===== src/rtl/perturbation_irq_ctrl_if.sv =====
// Bundles the configuration bus, the ID-stage PC feed and the interrupt
// request/acknowledge handshake of the perturbation interrupt controller.
//   cfg_we_i/cfg_re_i/cfg_addr_i/cfg_wdata_i : register write/read requests
//   cfg_rdata_o                              : read data, one cycle after cfg_re_i
//   pc_valid_i/pc_id_i                       : ID-stage PC and its valid flag
//   irq_ack_i/irq_ack_id_i                   : core acknowledge and accepted id
//   irq_o/irq_id_o                           : interrupt request level and id
//   busy_o                                   : controller not idle
// master = testbench / config side, slave = controller.
interface perturbation_irq_ctrl_if #(
    parameter int ID_W = 5
);
    logic            cfg_we_i;
    logic            cfg_re_i;
    logic [2:0]      cfg_addr_i;
    logic [31:0]     cfg_wdata_i;
    logic [31:0]     cfg_rdata_o;
    logic            pc_valid_i;
    logic [31:0]     pc_id_i;
    logic            irq_ack_i;
    logic [ID_W-1:0] irq_ack_id_i;
    logic            irq_o;
    logic [ID_W-1:0] irq_id_o;
    logic            busy_o;

    modport master (
        output cfg_we_i, cfg_re_i, cfg_addr_i, cfg_wdata_i,
        output pc_valid_i, pc_id_i, irq_ack_i, irq_ack_id_i,
        input  cfg_rdata_o, irq_o, irq_id_o, busy_o
    );

    modport slave (
        input  cfg_we_i, cfg_re_i, cfg_addr_i, cfg_wdata_i,
        input  pc_valid_i, pc_id_i, irq_ack_i, irq_ack_id_i,
        output cfg_rdata_o, irq_o, irq_id_o, busy_o
    );
endinterface


===== src/rtl/perturbation_irq_ctrl.sv =====
// Interrupt perturbation sequencer for the core testbench. Modes: STANDARD
// (periodic, fixed id), RANDOM (LFSR-chosen delay and id) and PC_TRIG (one-shot
// id 0x12 on an ID-stage PC match). One request outstanding at a time, held
// until acknowledged with the matching id.
//   clk_i  : clock
//   rst_ni : synchronous active-low reset
//   bus    : config bus, PC feed and irq handshake (slave side)
module perturbation_irq_ctrl #(
    parameter int          DLY_W     = 8,
    parameter logic [31:0] LFSR_POLY = 32'h8020_0003,
    parameter int          ID_W      = 5
) (
    input  logic                   clk_i,
    input  logic                   rst_ni,
    perturbation_irq_ctrl_if.slave bus
);
    typedef enum logic [1:0] {S_IDLE, S_WAIT, S_REQ} state_e;
    typedef enum logic [1:0] {M_OFF = 2'd0, M_STD = 2'd1, M_RND = 2'd2, M_PC = 2'd3} mode_e;

    localparam logic [DLY_W:0]  CNT_ONE = (DLY_W+1)'(1);
    localparam logic [ID_W-1:0] PC_ID   = ID_W'(5'h12);

    state_e          state_q, state_d;
    mode_e           mode_q, mode_d;
    logic [31:0]     lfsr_q, lfsr_d;
    logic [31:0]     pc_target_q, pc_target_d;
    logic [ID_W-1:0] std_id_q, std_id_d;
    logic [DLY_W-1:0] std_period_q, std_period_d;
    logic [31:0]     fire_cnt_q, fire_cnt_d;
    logic [DLY_W:0]  cnt_q, cnt_d;
    logic [ID_W-1:0] pend_id_q, pend_id_d;
    logic            irq_q, irq_d;
    logic [ID_W-1:0] irq_id_q, irq_id_d;
    logic [31:0]     rdata_q, rdata_d;

    logic            wr_mode, wr_seed, wr_pc, wr_std, ack_ok;
    mode_e           new_mode, load_mode;
    logic [DLY_W:0]  load_cnt;
    logic [ID_W-1:0] load_id;

    always_comb begin
        wr_mode = bus.cfg_we_i && (bus.cfg_addr_i == 3'd0);
        wr_seed = bus.cfg_we_i && (bus.cfg_addr_i == 3'd1);
        wr_pc   = bus.cfg_we_i && (bus.cfg_addr_i == 3'd2);
        wr_std  = bus.cfg_we_i && (bus.cfg_addr_i == 3'd3);
        ack_ok  = (state_q == S_REQ) && bus.irq_ack_i && (bus.irq_ack_id_i == irq_id_q);

        new_mode = M_OFF;
        if (bus.cfg_wdata_i == 32'd1)      new_mode = M_STD;
        else if (bus.cfg_wdata_i == 32'd2) new_mode = M_RND;
        else if (bus.cfg_wdata_i == 32'd3) new_mode = M_PC;

        // Counter/id load uses the mode being entered: the new one on a MODE
        // write, otherwise the current one (reload after ack).
        load_mode = wr_mode ? new_mode : mode_q;
        load_cnt  = CNT_ONE;
        load_id   = PC_ID;
        case (load_mode)
            M_STD: begin
                load_cnt = (std_period_q == '0) ? CNT_ONE : {1'b0, std_period_q};
                load_id  = std_id_q;
            end
            M_RND: begin
                load_cnt = {1'b0, lfsr_q[DLY_W-1:0]} + CNT_ONE;
                load_id  = lfsr_q[31 -: ID_W];
            end
            default: ;
        endcase

        mode_d       = mode_q;
        lfsr_d       = lfsr_q;
        pc_target_d  = pc_target_q;
        std_id_d     = std_id_q;
        std_period_d = std_period_q;
        fire_cnt_d   = fire_cnt_q;
        state_d      = state_q;
        cnt_d        = cnt_q;
        pend_id_d    = pend_id_q;
        irq_d        = irq_q;
        irq_id_d     = irq_id_q;
        rdata_d      = rdata_q;

        if (wr_seed)               lfsr_d = (bus.cfg_wdata_i == '0) ? 32'd1 : bus.cfg_wdata_i;
        else if (mode_q == M_RND)  lfsr_d = lfsr_q[0] ? ((lfsr_q >> 1) ^ LFSR_POLY) : (lfsr_q >> 1);
        if (wr_pc) pc_target_d = bus.cfg_wdata_i;
        if (wr_std) begin
            std_id_d     = bus.cfg_wdata_i[ID_W-1:0];
            std_period_d = bus.cfg_wdata_i[8 +: DLY_W];
        end

        if (wr_mode) begin
            // A MODE write aborts everything, including a same-cycle ack.
            mode_d  = new_mode;
            irq_d   = 1'b0;
            state_d = (new_mode == M_OFF) ? S_IDLE : S_WAIT;
            cnt_d   = load_cnt;
            pend_id_d = load_id;
        end else begin
            case (state_q)
                S_IDLE: begin
                    if (wr_pc && (mode_q == M_PC)) begin
                        state_d   = S_WAIT;
                        pend_id_d = PC_ID;
                    end
                end
                S_WAIT: begin
                    if (mode_q == M_PC) begin
                        if (bus.pc_valid_i && (bus.pc_id_i == pc_target_q)) begin
                            state_d  = S_REQ;
                            irq_d    = 1'b1;
                            irq_id_d = pend_id_q;
                        end
                    end else if (cnt_q == CNT_ONE) begin
                        state_d  = S_REQ;
                        irq_d    = 1'b1;
                        irq_id_d = pend_id_q;
                    end else begin
                        cnt_d = cnt_q - CNT_ONE;
                    end
                end
                S_REQ: begin
                    if (ack_ok) begin
                        irq_d      = 1'b0;
                        fire_cnt_d = fire_cnt_q + 32'd1;
                        state_d    = (mode_q == M_PC) ? S_IDLE : S_WAIT;
                        cnt_d      = load_cnt;
                        pend_id_d  = load_id;
                    end
                end
                default: state_d = S_IDLE;
            endcase
        end

        if (bus.cfg_re_i) begin
            rdata_d = '0;
            case (bus.cfg_addr_i)
                3'd0: rdata_d[1:0] = mode_q;
                3'd1: rdata_d = lfsr_q;
                3'd2: rdata_d = pc_target_q;
                3'd3: begin
                    rdata_d[ID_W-1:0]   = std_id_q;
                    rdata_d[8 +: DLY_W] = std_period_q;
                end
                3'd4: rdata_d = fire_cnt_q;
                default: ;
            endcase
        end
    end

    always_ff @(posedge clk_i) begin
        if (!rst_ni) begin
            state_q      <= S_IDLE;
            mode_q       <= M_OFF;
            lfsr_q       <= 32'd1;
            pc_target_q  <= '0;
            std_id_q     <= '0;
            std_period_q <= DLY_W'(1);
            fire_cnt_q   <= '0;
            cnt_q        <= '0;
            pend_id_q    <= '0;
            irq_q        <= 1'b0;
            irq_id_q     <= '0;
            rdata_q      <= '0;
        end else begin
            state_q      <= state_d;
            mode_q       <= mode_d;
            lfsr_q       <= lfsr_d;
            pc_target_q  <= pc_target_d;
            std_id_q     <= std_id_d;
            std_period_q <= std_period_d;
            fire_cnt_q   <= fire_cnt_d;
            cnt_q        <= cnt_d;
            pend_id_q    <= pend_id_d;
            irq_q        <= irq_d;
            irq_id_q     <= irq_id_d;
            rdata_q      <= rdata_d;
        end
    end

    assign bus.irq_o       = irq_q;
    assign bus.irq_id_o    = irq_id_q;
    assign bus.cfg_rdata_o = rdata_q;
    assign bus.busy_o      = (state_q != S_IDLE);
endmodule


===== src/flat_wrapper.sv =====
// flat-port wrapper written by rule: the top's interface ports become plain ports
module perturbation_irq_ctrl_flat 
#(
    parameter int          DLY_W     = 8,
    parameter logic [31:0] LFSR_POLY = 32'h8020_0003,
    parameter int          ID_W      = 5
)
  (clk_i, rst_ni, bus_cfg_we_i, bus_cfg_re_i, bus_cfg_addr_i, bus_cfg_wdata_i, bus_pc_valid_i, bus_pc_id_i, bus_irq_ack_i, bus_irq_ack_id_i, bus_cfg_rdata_o, bus_irq_o, bus_irq_id_o, bus_busy_o);
  perturbation_irq_ctrl_if #(.ID_W(ID_W)) bus_i ();
  input  logic clk_i;
  input  logic rst_ni;
  input wire logic [$bits(bus_i.cfg_we_i)-1:0] bus_cfg_we_i;
  input wire logic [$bits(bus_i.cfg_re_i)-1:0] bus_cfg_re_i;
  input wire logic [$bits(bus_i.cfg_addr_i)-1:0] bus_cfg_addr_i;
  input wire logic [$bits(bus_i.cfg_wdata_i)-1:0] bus_cfg_wdata_i;
  input wire logic [$bits(bus_i.pc_valid_i)-1:0] bus_pc_valid_i;
  input wire logic [$bits(bus_i.pc_id_i)-1:0] bus_pc_id_i;
  input wire logic [$bits(bus_i.irq_ack_i)-1:0] bus_irq_ack_i;
  input wire logic [$bits(bus_i.irq_ack_id_i)-1:0] bus_irq_ack_id_i;
  output wire logic [$bits(bus_i.cfg_rdata_o)-1:0] bus_cfg_rdata_o;
  output wire logic [$bits(bus_i.irq_o)-1:0] bus_irq_o;
  output wire logic [$bits(bus_i.irq_id_o)-1:0] bus_irq_id_o;
  output wire logic [$bits(bus_i.busy_o)-1:0] bus_busy_o;
  assign bus_i.cfg_we_i = bus_cfg_we_i;
  assign bus_i.cfg_re_i = bus_cfg_re_i;
  assign bus_i.cfg_addr_i = bus_cfg_addr_i;
  assign bus_i.cfg_wdata_i = bus_cfg_wdata_i;
  assign bus_i.pc_valid_i = bus_pc_valid_i;
  assign bus_i.pc_id_i = bus_pc_id_i;
  assign bus_i.irq_ack_i = bus_irq_ack_i;
  assign bus_i.irq_ack_id_i = bus_irq_ack_id_i;
  assign bus_cfg_rdata_o = bus_i.cfg_rdata_o;
  assign bus_irq_o = bus_i.irq_o;
  assign bus_irq_id_o = bus_i.irq_id_o;
  assign bus_busy_o = bus_i.busy_o;
  perturbation_irq_ctrl #(.DLY_W(DLY_W), .LFSR_POLY(LFSR_POLY), .ID_W(ID_W)) u_core (.clk_i(clk_i), .rst_ni(rst_ni), .bus(bus_i));
endmodule

===== config.mk =====
export PLATFORM = sky130hd
export DESIGN_NAME = perturbation_irq_ctrl_flat
export DESIGN_NICKNAME = d
export VERILOG_FILES = /design/src/rtl/perturbation_irq_ctrl_if.sv /design/src/rtl/perturbation_irq_ctrl.sv /design/src/flat_wrapper.sv
export SDC_FILE = /design/constraint.sdc
export NUM_CORES = 1
export LEC_CHECK = 0
export ABC_AREA = 1
export CAP_MARGIN = 5
export CORE_AREA = 2 2 156 158
export CTS_BUF_LIST = sky130_fd_sc_hd__clkbuf_16
export DETAILED_ROUTE_END_ITERATION = 10
export DIE_AREA = 0 0 158 160
export PLACE_DENSITY = 0.63
export SYNTH_ARGS = -nofsm -noshare
export SYNTH_HDL_FRONTEND = slang
export SYNTH_SLANG_ARGS = --single-unit

===== constraint.sdc =====
create_clock -name clk_i -period 2.3 [get_ports clk_i]
set_clock_uncertainty 0.2 [all_clocks]
set_input_delay 0.46 -clock clk_i [delete_from_list [all_inputs] [get_ports clk_i]]
set_output_delay 0.46 -clock clk_i [all_outputs]
set_load 0.005 [all_outputs]

==> flow_summary.toml, run 1 <==
[finish]
diodes = 0
drive_gt1_frac = 0.2062
final_common_cell = "nand2_1"
fin_nets = 1646
utilization = 0.5182
syn2layout_area_growth_pct = 40.25
layout_common_cells = "nand2_1 (292), buf_4 (169), dfxtp_1 (163)"

[status]
status = "complete, no violations"

[placed_design]
gp_congestion = 0.9731
dp_slack_ps = -726.5
dp.final_hpwl_um = 22990
port_buffers = 116

[setup_path]
cp.depth = 12
r2r-end = "u_core.fire_cnt_q[14]"
crit_path_end = "u_core.fire_cnt_q[14]"
reg2reg_from = "u_core.state_q[0]"
cp.buffers_inverters = 2
crit_path_max_fanout = 8
critPathMostFrequentCell = "nand2_1"
arrival_ps = 2350
critPathCaptureType = "flop"
worstPathRequired_ps = 2420
crit_start = "u_core.state_q[0]"
crit_family = "simple AND/OR/NAND/NOR gates"
cpMaxStageDelayCell = "dfxtp_2"
worst_r2r_path_depth = 12
slowest_delay_ps = 330
worstPathCellList = "inv_1, ha_2, o211ai_1, nor2_1, nand3_2, nor2_4, buf_12, nand2_1, nor2_2, nand2_1, o21ai_0, a21oi_1"
startpoint_type = "flop"
critPathKind = "flop to flop"
r2r_setup_slack_ps = 70

[die]
dieHeight_um = 160
rows = 57
die_area_um2 = 25280
core_area_um2 = 23820
boundaryPins = 117
start_util = 0.3695
dieWidth_um = 158

[timing]
hold_violations = 0
post-route-period-util = 0.9675
drv_slew = 0
period_needed_ps = 2225
worstMarginPinSlew_ps = 433.2
fmax_mhz = 449.4
finalSetupViolations = 0
slew-limit-headroom = 0.7086
fin_ws_ps = 74.64
grt_setup_unrepaired = "yes"

[routing]
viasPerCell = 5.153
vias = 9765
ant_nets = 0
dr.pass1.iters = 8
drc = 0
dr.first_iter.drc_count = 913
wl_um = 31800
wire_per_inst_um = 16.78

[power]
p_total_w = 0.007149
p_leak_nw = 5.010
peakVddDrop_uv = 450.9
p_per_area_nw_per_um2 = 579.2

[yosys]
synthArstFlopShare = 0
synth_area_um2 = 8801
yosysWarnings = 0
synth_cells = 1297
synth_edf_count = 0
synth_fp_nets = 1385
synth-seq-area-share = 0.3753
ys_ff_latch = 165
synth_cell_types = 51
postSynthAreaPerCell_um2 = 6.786
ys.flop_type = "dfxtp_1"

[worst_hold_path]
min-delay-start = "bus_cfg_wdata_i[19]"
hold_class = "primary input to flop"

[cts]
cts.reportedPaths.clkPinSlew_ps = 70
postCtsHoldBufs = 0
root_buffer = "clkbuf_16"
cts_sinks = 165
cts_buffers = 17
tritoncts = "built"
h-tree-depth = 4
clk_latency_ps = 440
ctsLongestPathBuffers = 2

[global_route]
grt_pass1_wl_um = 49000
antenna_found_initial = 0
grt_use_total = 0.2498
grt_overflow = 0
grt_pass1_vias = 9076
grt_start_max_net_pins = 101

[job]
cap_violations = 0
==> through the flow <==
stage	setup TNS (ps)	hold WS, ps	cells	area (µm²)
final	0	84.73	1895	12340
after global routing	-118.4	88.39	1895	12340
after CTS	0	225.9	1877	12180
after detailed placement	-22980	253.0	1793	11180
after global placement	-21220	249.8	1793	11180
after floorplan	-10.72	244.2	1297	8815
==> registers in the layout (all words and copies together) (netlist names) <==
signal                  count
u_core.bus.cfg_rdata_o     32
u_core.bus.irq_o            1
u_core.state_q              2
u_core.cnt_q                9
u_core.std_period_q         8
u_core.lfsr_q              32
u_core.mode_q               2
u_core.fire_cnt_q          32
u_core.std_id_q             5
u_core.pc_target_q         32
u_core.bus.irq_id_o         5
u_core.pend_id_q            5
==> power breakdown <==
group / leakage (nW) / total (W) / switching, W / internal [W]
combinational: 3.39 / 0.00115 / 0.000610 / 0.000542
clock: 0.281 / 0.00294 / 0.00131 / 0.00163
sequential: 1.34 / 0.00306 / 0.0000887 / 0.00297
total: 5.01 / 0.00715 / 0.00201 / 0.00514
==> cells by family after synthesis <==
family,after synthesis,synth area share
adder cells (fa/ha/maj),10,0.01422
XOR/XNOR,31,0.03085
flip-flops,165,0.3753
buffers and inverters,233,0.1026
AND/OR/NAND/NOR,490,0.2454
AO/OA/AOI/OAI,368,0.2316
==> metal layers <==
layer	part of all wire	GRT usage	wire, µm	up-vias
li1	-	-	-	4840
met5	0	0	0	-
met1	0.45	0.3386	14180	4502
met4	0.022	0.08313	714	0
met2	0.46	0.3996	14760	381
met3	0.067	0.04559	2140	42
==> tightest hold or removal path: stages <==
cell	delay, ps
clkbuf_2	90
inv_1	70
a21oi_1	60
==> final cells by class <==
type / instances / area, µm²
multi-input cells: 899 / 4703
flip-flops and latches: 165 / 3306
repair buffers: 302 / 2679
inverters: 173 / 659.4
clock inverters: 15 / 165.2
fillers: 2376 / 11480
well taps: 324 / 405.4
clock buffers: 17 / 425.4
==> what timing repair did <==
item	CTS	global route
setup endpoints to repair	15	39
setup buffers	52	18
cloned	0	0
resized for setup	55	78
pin swaps	21	24
==> synth_stat cells, types with 8 or more instances <==
library cell	number	area share
nand2_1	296	0.13
dfxtp_1	165	0.38
inv_1	162	0.069
o21ai_0	136	0.077
a21oi_1	131	0.074
nor2_1	92	0.039
clkbuf_1	40	0.017
a31oi_1	37	0.026
nand4_1	28	0.020
nand3_1	24	0.014
xor2_1	20	0.020
o22ai_1	19	0.014
buf_2	16	0.0091
nor3_1	13	0.0074
xnor2_1	11	0.011
ha_1	10	0.014
inv_2	10	0.0043
o221ai_1	10	0.010
o21ai_1	9	0.0051
o211ai_1	8	0.0068
==> how the worst min path moves through the flow <==
| stage | endpoint | slack (ps) | cells after the start |
|---|---|---|---|
| global placement | u_core.bus.cfg_rdata_o[2] | 250 | 2 |
| floorplan | u_core.fire_cnt_q[31] | 240 | 2 |
| CTS | u_core.pc_target_q[19] | 230 | 3 |
| global route | u_core.pc_target_q[8] | 90 | 3 |
| detailed placement | u_core.bus.cfg_rdata_o[2] | 250 | 2 |
| finish | u_core.pc_target_q[19] | 80 | 3 |
No activity file was read; power rests on OpenSTA's default activity.
==> run 2, diff against run 1 <==
--- a/config.mk
+++ b/config.mk
@@ -6,12 +6,14 @@
 export NUM_CORES = 1
 export LEC_CHECK = 0
 export ABC_AREA = 1
+export ABC_CLOCK_PERIOD_IN_PS = 2100
 export CAP_MARGIN = 5
 export CORE_AREA = 2 2 156 158
 export CTS_BUF_LIST = sky130_fd_sc_hd__clkbuf_16
+export CTS_CLUSTER_SIZE = 30
 export DETAILED_ROUTE_END_ITERATION = 10
 export DIE_AREA = 0 0 158 160
-export PLACE_DENSITY = 0.63
+export PLACE_DENSITY = 0.61
 export SYNTH_ARGS = -nofsm -noshare
 export SYNTH_HDL_FRONTEND = slang
 export SYNTH_SLANG_ARGS = --single-unit
==> constraint.sdc (replaced) <==
create_clock -name clk_i -period 2.1 [get_ports clk_i]
set_clock_uncertainty 0.2 [all_clocks]
set_input_delay 0.42 -clock clk_i [delete_from_list [all_inputs] [get_ports clk_i]]
set_output_delay 0.42 -clock clk_i [all_outputs]
set_load 0.005 [all_outputs]
==> run 2 against run 1 <==
Effect of this change:
- hold slack worse by 31 ps
- cell count up 3.4%
- count of clock-buffer cells in the layout is the same
- die area stayed put
- largest power group unchanged
- total power rose by 13%
- sequential power increased by 9.8%
- sequential share of layout area down 1.4 points
- final area increased by 5.9%
- core utilization up 3.0 points
- setup slack got worse by 26 ps
- routed wire length grew 1.2%
- combinational power rose by 18%
==> flow_summary.toml, run 2 (synthesis gave the netlist of run 1 again) <==
[die]
rows = 57
boundaryPins = 117
start_util = 0.3695
dieWidth_um = 158
die_area_um2 = 25280
dieHeight_um = 160
core_area_um2 = 23820

[placed_design]
dp.final_hpwl_um = 23420
dp_slack_ps = -862.2
placed_cells = 1826
gp_congestion = 0.9424
port_buffers = 116

[timing]
hold_ws_ps = 53.30
post-route-period-util = 0.9766
fin_ws_ps = 49.08
fin_tns_setup_ps = 0
slew-limit-headroom = 0.6634
worstMarginPinSlew_ps = 505.0
fmax_mhz = 487.6
finalSetupViolations = 0
drv_slew = 0
grt_setup_unrepaired = "yes"
period_needed_ps = 2051
hold_violations = 0

[power]
peakVddDrop_uv = 432.7
p_leak_nw = 5.345
p_total_w = 0.008080
p_per_area_nw_per_um2 = 618.4

[job]
cap_violations = 0

[routing]
drc = 0
wire_per_inst_um = 16.41
vias = 10070
dr.pass1.iters = 8
ant_nets = 0
viasPerCell = 5.136
wl_um = 32170
dr.first_iter.drc_count = 932

[worst_hold_path]
hold_depth = 3
min-delay-start = "bus_cfg_wdata_i[16]"
holdPathEnd = "u_core.pc_target_q[16]"
hold_class = "primary input to flop"

[finish]
drive_gt1_frac = 0.2702
final_common_cell = "nand2_1"
syn2layout_area_growth_pct = 48.46
finalNonFillerCells = 1960
diodes = 0
fin_nets = 1713
layout_common_cells = "nand2_1 (282), buf_4 (234), dfxtp_1 (158)"
num-fill-cells = 2288

[setup_path]
worst_r2r_path_depth = 11
arrival_ps = 2210
worstPathRequired_ps = 2260
crit_path_max_fanout = 2
r2r-end = "u_core.fire_cnt_q[24]"
critPathCaptureType = "flop"
reg2reg_from = "u_core.state_q[0]"
startpoint_type = "primary input"
critPathKind = "primary input to flop"
r2r_setup_slack_ps = 80

[cts]
ctsLongestPathBuffers = 2
cts_sinks = 165
tritoncts = "built"
cts.reportedPaths.clkPinSlew_ps = 70
h-tree-depth = 4
clk_latency_ps = 430
cts_buffers = 17
root_buffer = "clkbuf_16"

[global_route]
grt_start_max_net_pins = 58
grt_pass1_wl_um = 49760
grt_use_total = 0.2522
grt_overflow = 0
grt_pass1_vias = 9343
antenna_found_initial = 0

[status]
status = "complete, no violations"
-- run 2: worst max path at each step --
stage / end / slack (ps) / from / cells after the start
3_3_place_gp: u_core.pend_id_q[3] / -850 / bus_cfg_wdata_i[31] / 17
2_1_floorplan: u_core.cnt_q[3] / -30 / bus_cfg_wdata_i[31] / 16
6_report: u_core.pc_target_q[10] / 50 / bus_cfg_wdata_i[10] / 15
4_1_cts: bus_busy_o / 1 / u_core.state_q[0] / 5
5_1_grt: u_core.fire_cnt_q[24] / -70 / u_core.state_q[0] / 11
3_5_place_dp: u_core.cnt_q[1] / -860 / bus_cfg_wdata_i[31] / 16
-- run 2: layer usage --
layer | wire length [µm] | share of wire | GRT usage
met1 | 14770 | 0.46 | 0.3622
met2 | 14170 | 0.44 | 0.3810
met3 | 2490 | 0.077 | 0.04586
met4 | 743 | 0.023 | 0.08026
met5 | 0 | 0 | 0.007937
-- run 2: layout make-up --
type,count,area (µm²),area share
clock buffers,17,425.4,0.03256
clock inverters,13,188.9,0.01446
inverters,173,684.4,0.05238
multi-input cells,899,4913,0.3760
flip-flops and latches,165,3314,0.2537
well taps,324,405.4,0.03103
repair buffers,369,3134,0.2399
-- run 2: timing repair --
item,in CTS,in global routing
gates resized for setup,68,158
endpoints found under the hold margin,0,0
setup buffers,92,12
setup endpoints to repair,23,49
pin swaps,24,47
hold buffers,0,0
-- run 2: worst max-delay path: stages --
cell and delay (ps):
clkbuf_2 110, inv_1 70, buf_4 130, buf_4 120
buf_4 120, buf_4 130, buf_4 120, buf_4 120
buf_4 120, buf_4 120, buf_4 130, buf_4 130
buf_4 130, buf_4 130, a21oi_1 110
-- run 2: power breakdown --
part	switching [W]	internal, W	total [W]
Sequential	0.000107	0.00325	0.00336
Combinational	0.000708	0.000655	0.00136
Clock	0.00128	0.00208	0.00336
-- run 2: metrics by stage --
| step | cell area (µm²) | utilization |
|---|---|---|
| 2_1_floorplan | 8859 | - |
| 3_3_place_gp | 11450 | 0.4806 |
| 3_5_place_dp | 11450 | 0.4806 |
| 4_1_cts | 12770 | 0.5360 |
| 5_1_grt | 13070 | 0.5485 |
| 6_report | 13070 | 0.5485 |
==> run 3, diff against run 2 <==
--- a/config.mk
+++ b/config.mk
@@ -14,6 +14,7 @@
 export DETAILED_ROUTE_END_ITERATION = 10
 export DIE_AREA = 0 0 158 160
 export PLACE_DENSITY = 0.61
+export RECOVER_POWER = 50
 export SYNTH_ARGS = -nofsm -noshare
 export SYNTH_HDL_FRONTEND = slang
 export SYNTH_SLANG_ARGS = --single-unit
==> run 3 against run 2 <==
Effect of this change:
- critical path depth down 6
- total power down 0.13%
- first-iteration DRC count down 1.7%
- core utilization down 0.60 points
- routed wire length up 0.28%
- non-clock buffer count unchanged
- sequential power about the same
- count of clock-buffer cells in the layout unchanged
- combinational power about the same
- global-route usage unchanged
- flip-flop and latch count unchanged
==> flow_summary.toml, run 3 (synthesis gave the netlist of run 1 again) <==
[cts]
cts_sinks = 165
cts.reportedPaths.clkPinSlew_ps = 70
clk_latency_ps = 430
root_buffer = "clkbuf_16"
postCtsHoldBufs = 0
h-tree-depth = 4
ctsLongestPathBuffers = 2
cts_buffers = 17
tritoncts = "built"

[timing]
fmax_mhz = 485.9
grt_setup_unrepaired = "yes"
hold_violations = 0
post-route-period-util = 0.9801
finalSetupViolations = 0
hold_ws_ps = 52.73
slew-limit-headroom = 0.6661
fin_ws_ps = 41.85
period_needed_ps = 2058
drv_slew = 0
worstMarginPinSlew_ps = 500.8

[setup_path]
crit_path_max_fanout = 9
critPathCaptureType = "flop"
arrival_ps = 2220
worstPathRequired_ps = 2260
critPathKind = "primary input to flop"
startpoint_type = "primary input"

[finish]
seqCellArea_um2 = 3314
diodes = 0
drive_gt1_frac = 0.2610
layout_common_cells = "nand2_1 (282), buf_4 (217), dfxtp_1 (158)"
utilization = 0.5425
num-fill-cells = 2322
fin_nets = 1713
syn2layout_area_growth_pct = 46.83
multi_input_area_um2 = 4892
final_common_cell = "nand2_1"

[routing]
dr.pass1.iters = 5
vias = 10030
wl_um = 32260
drc = 0
viasPerCell = 5.119
wire_per_inst_um = 16.46
dr.first_iter.drc_count = 916
ant_nets = 0

[placed_design]
dp_slack_ps = -862.2
dp.final_hpwl_um = 23420
gp_congestion = 0.9424
port_buffers = 116

[power]
clkPwrFrac = 0.417
p_leak_nw = 5.283
peakVddDrop_uv = 432.7
p_sw_w = 0.002101
switching_share = 0.2604
p_per_area_nw_per_um2 = 624.5
p_int_w = 0.005968
pwr-share-comb = 0.167
seqPwrFrac = 0.416

[global_route]
antenna_found_initial = 0
grt_use_total = 0.2522
grt_overflow = 0
gr-max-usage-layer = "met2"
use_met2 = 0.3810
grtUsageMet3 = 0.04586
grt_pass1_wl_um = 49760
grt_pass1_vias = 9343
grt_util_met1 = 0.3622
grt_start_max_net_pins = 58

[die]
dieWidth_um = 158
boundaryPins = 117
start_util = 0.3695
dieHeight_um = 160
rows = 57
core_area_um2 = 23820
die_area_um2 = 25280

[job]
cap_violations = 0

[worst_hold_path]
hold_class = "primary input to flop"

[status]
status = "complete, no violations"
## run 3: cell count changes in the layout (fill, tap and decap cells not counted), moves of 2 or more
cell / before / now
buf_12: 13 / 8
buf_4: 234 / 217
clkbuf_1: 0 / 10
clkbuf_2: 23 / 31
clkbuf_4: 0 / 3
nor2_1: 75 / 78
nor2_2: 13 / 11
## run 3: final timing paths
kind,end,slack (ps),from,depth (start not counted)
setup reg to reg,u_core.fire_cnt_q[24],90,u_core.state_q[0],11
hold reg to reg,u_core.bus.cfg_rdata_o[13],260,u_core.bus.cfg_rdata_o[13],2
hold / removal,u_core.pc_target_q[16],50,bus_cfg_wdata_i[16],3
setup / recovery,u_core.pc_target_q[10],40,bus_cfg_addr_i[1],9
## run 3: critical path: stages
cell and delay (ps):
dlygate4sd2_1 260, inv_1 70, nor2_1 150, nand2_2 110, nor2_1 330, clkbuf_2 330
clkbuf_4 250, o21ai_0 130, a21oi_1 160
## run 3: cell type report
type,instances,area share
Clock inverter,13,0.01462
Tap cell,324,0.03137
Multi-Input combinational cell,899,0.3786
Timing Repair Buffer,369,0.2331
Sequential cell,165,0.2565
Inverter,173,0.05296
Clock buffer,17,0.03292
## run 3: routing by layer
layer | up-vias | wire [µm]
met5 | - | 0
met4 | 0 | 755
met3 | 51 | 2310
met2 | 392 | 14100
met1 | 4608 | 15100
li1 | 4983 | -
## run 3: metrics by stage
stage | area [µm²] | TNS [ps] | total power, W | std cells
after floorplan | 8859 | -77.03 | 0.004005 | 1297
after global placement | 11450 | -46530 | 0.004587 | 1826
after detailed placement | 11450 | -48800 | 0.004594 | 1826
after CTS | 12770 | 0 | 0.008008 | 1948
after global routing | 12920 | -555.6 | 0.008335 | 1960
final | 12920 | 0 | 0.008069 | 1960
## run 3: what timing repair did
| action | CTS | global route |
|---|---|---|
| hold endpoints to repair | 0 | 0 |
| pin swaps | 24 | 47 |
| endpoints found under the setup margin | 23 | 49 |
| setup buffers | 92 | 12 |
| resized for setup | 68 | 158 |
## run 3: power groups by stage
stage	clock network (W)	logic, W	registers (W)
5_1_grt	0.00349	0.00147	0.00337
6_report	0.00336	0.00135	0.00336
4_1_cts	0.00338	0.00128	0.00335
3_5_place_dp	0	0.00118	0.00342
3_3_place_gp	0	0.00117	0.00342
2_1_floorplan	0	0.000619	0.00339
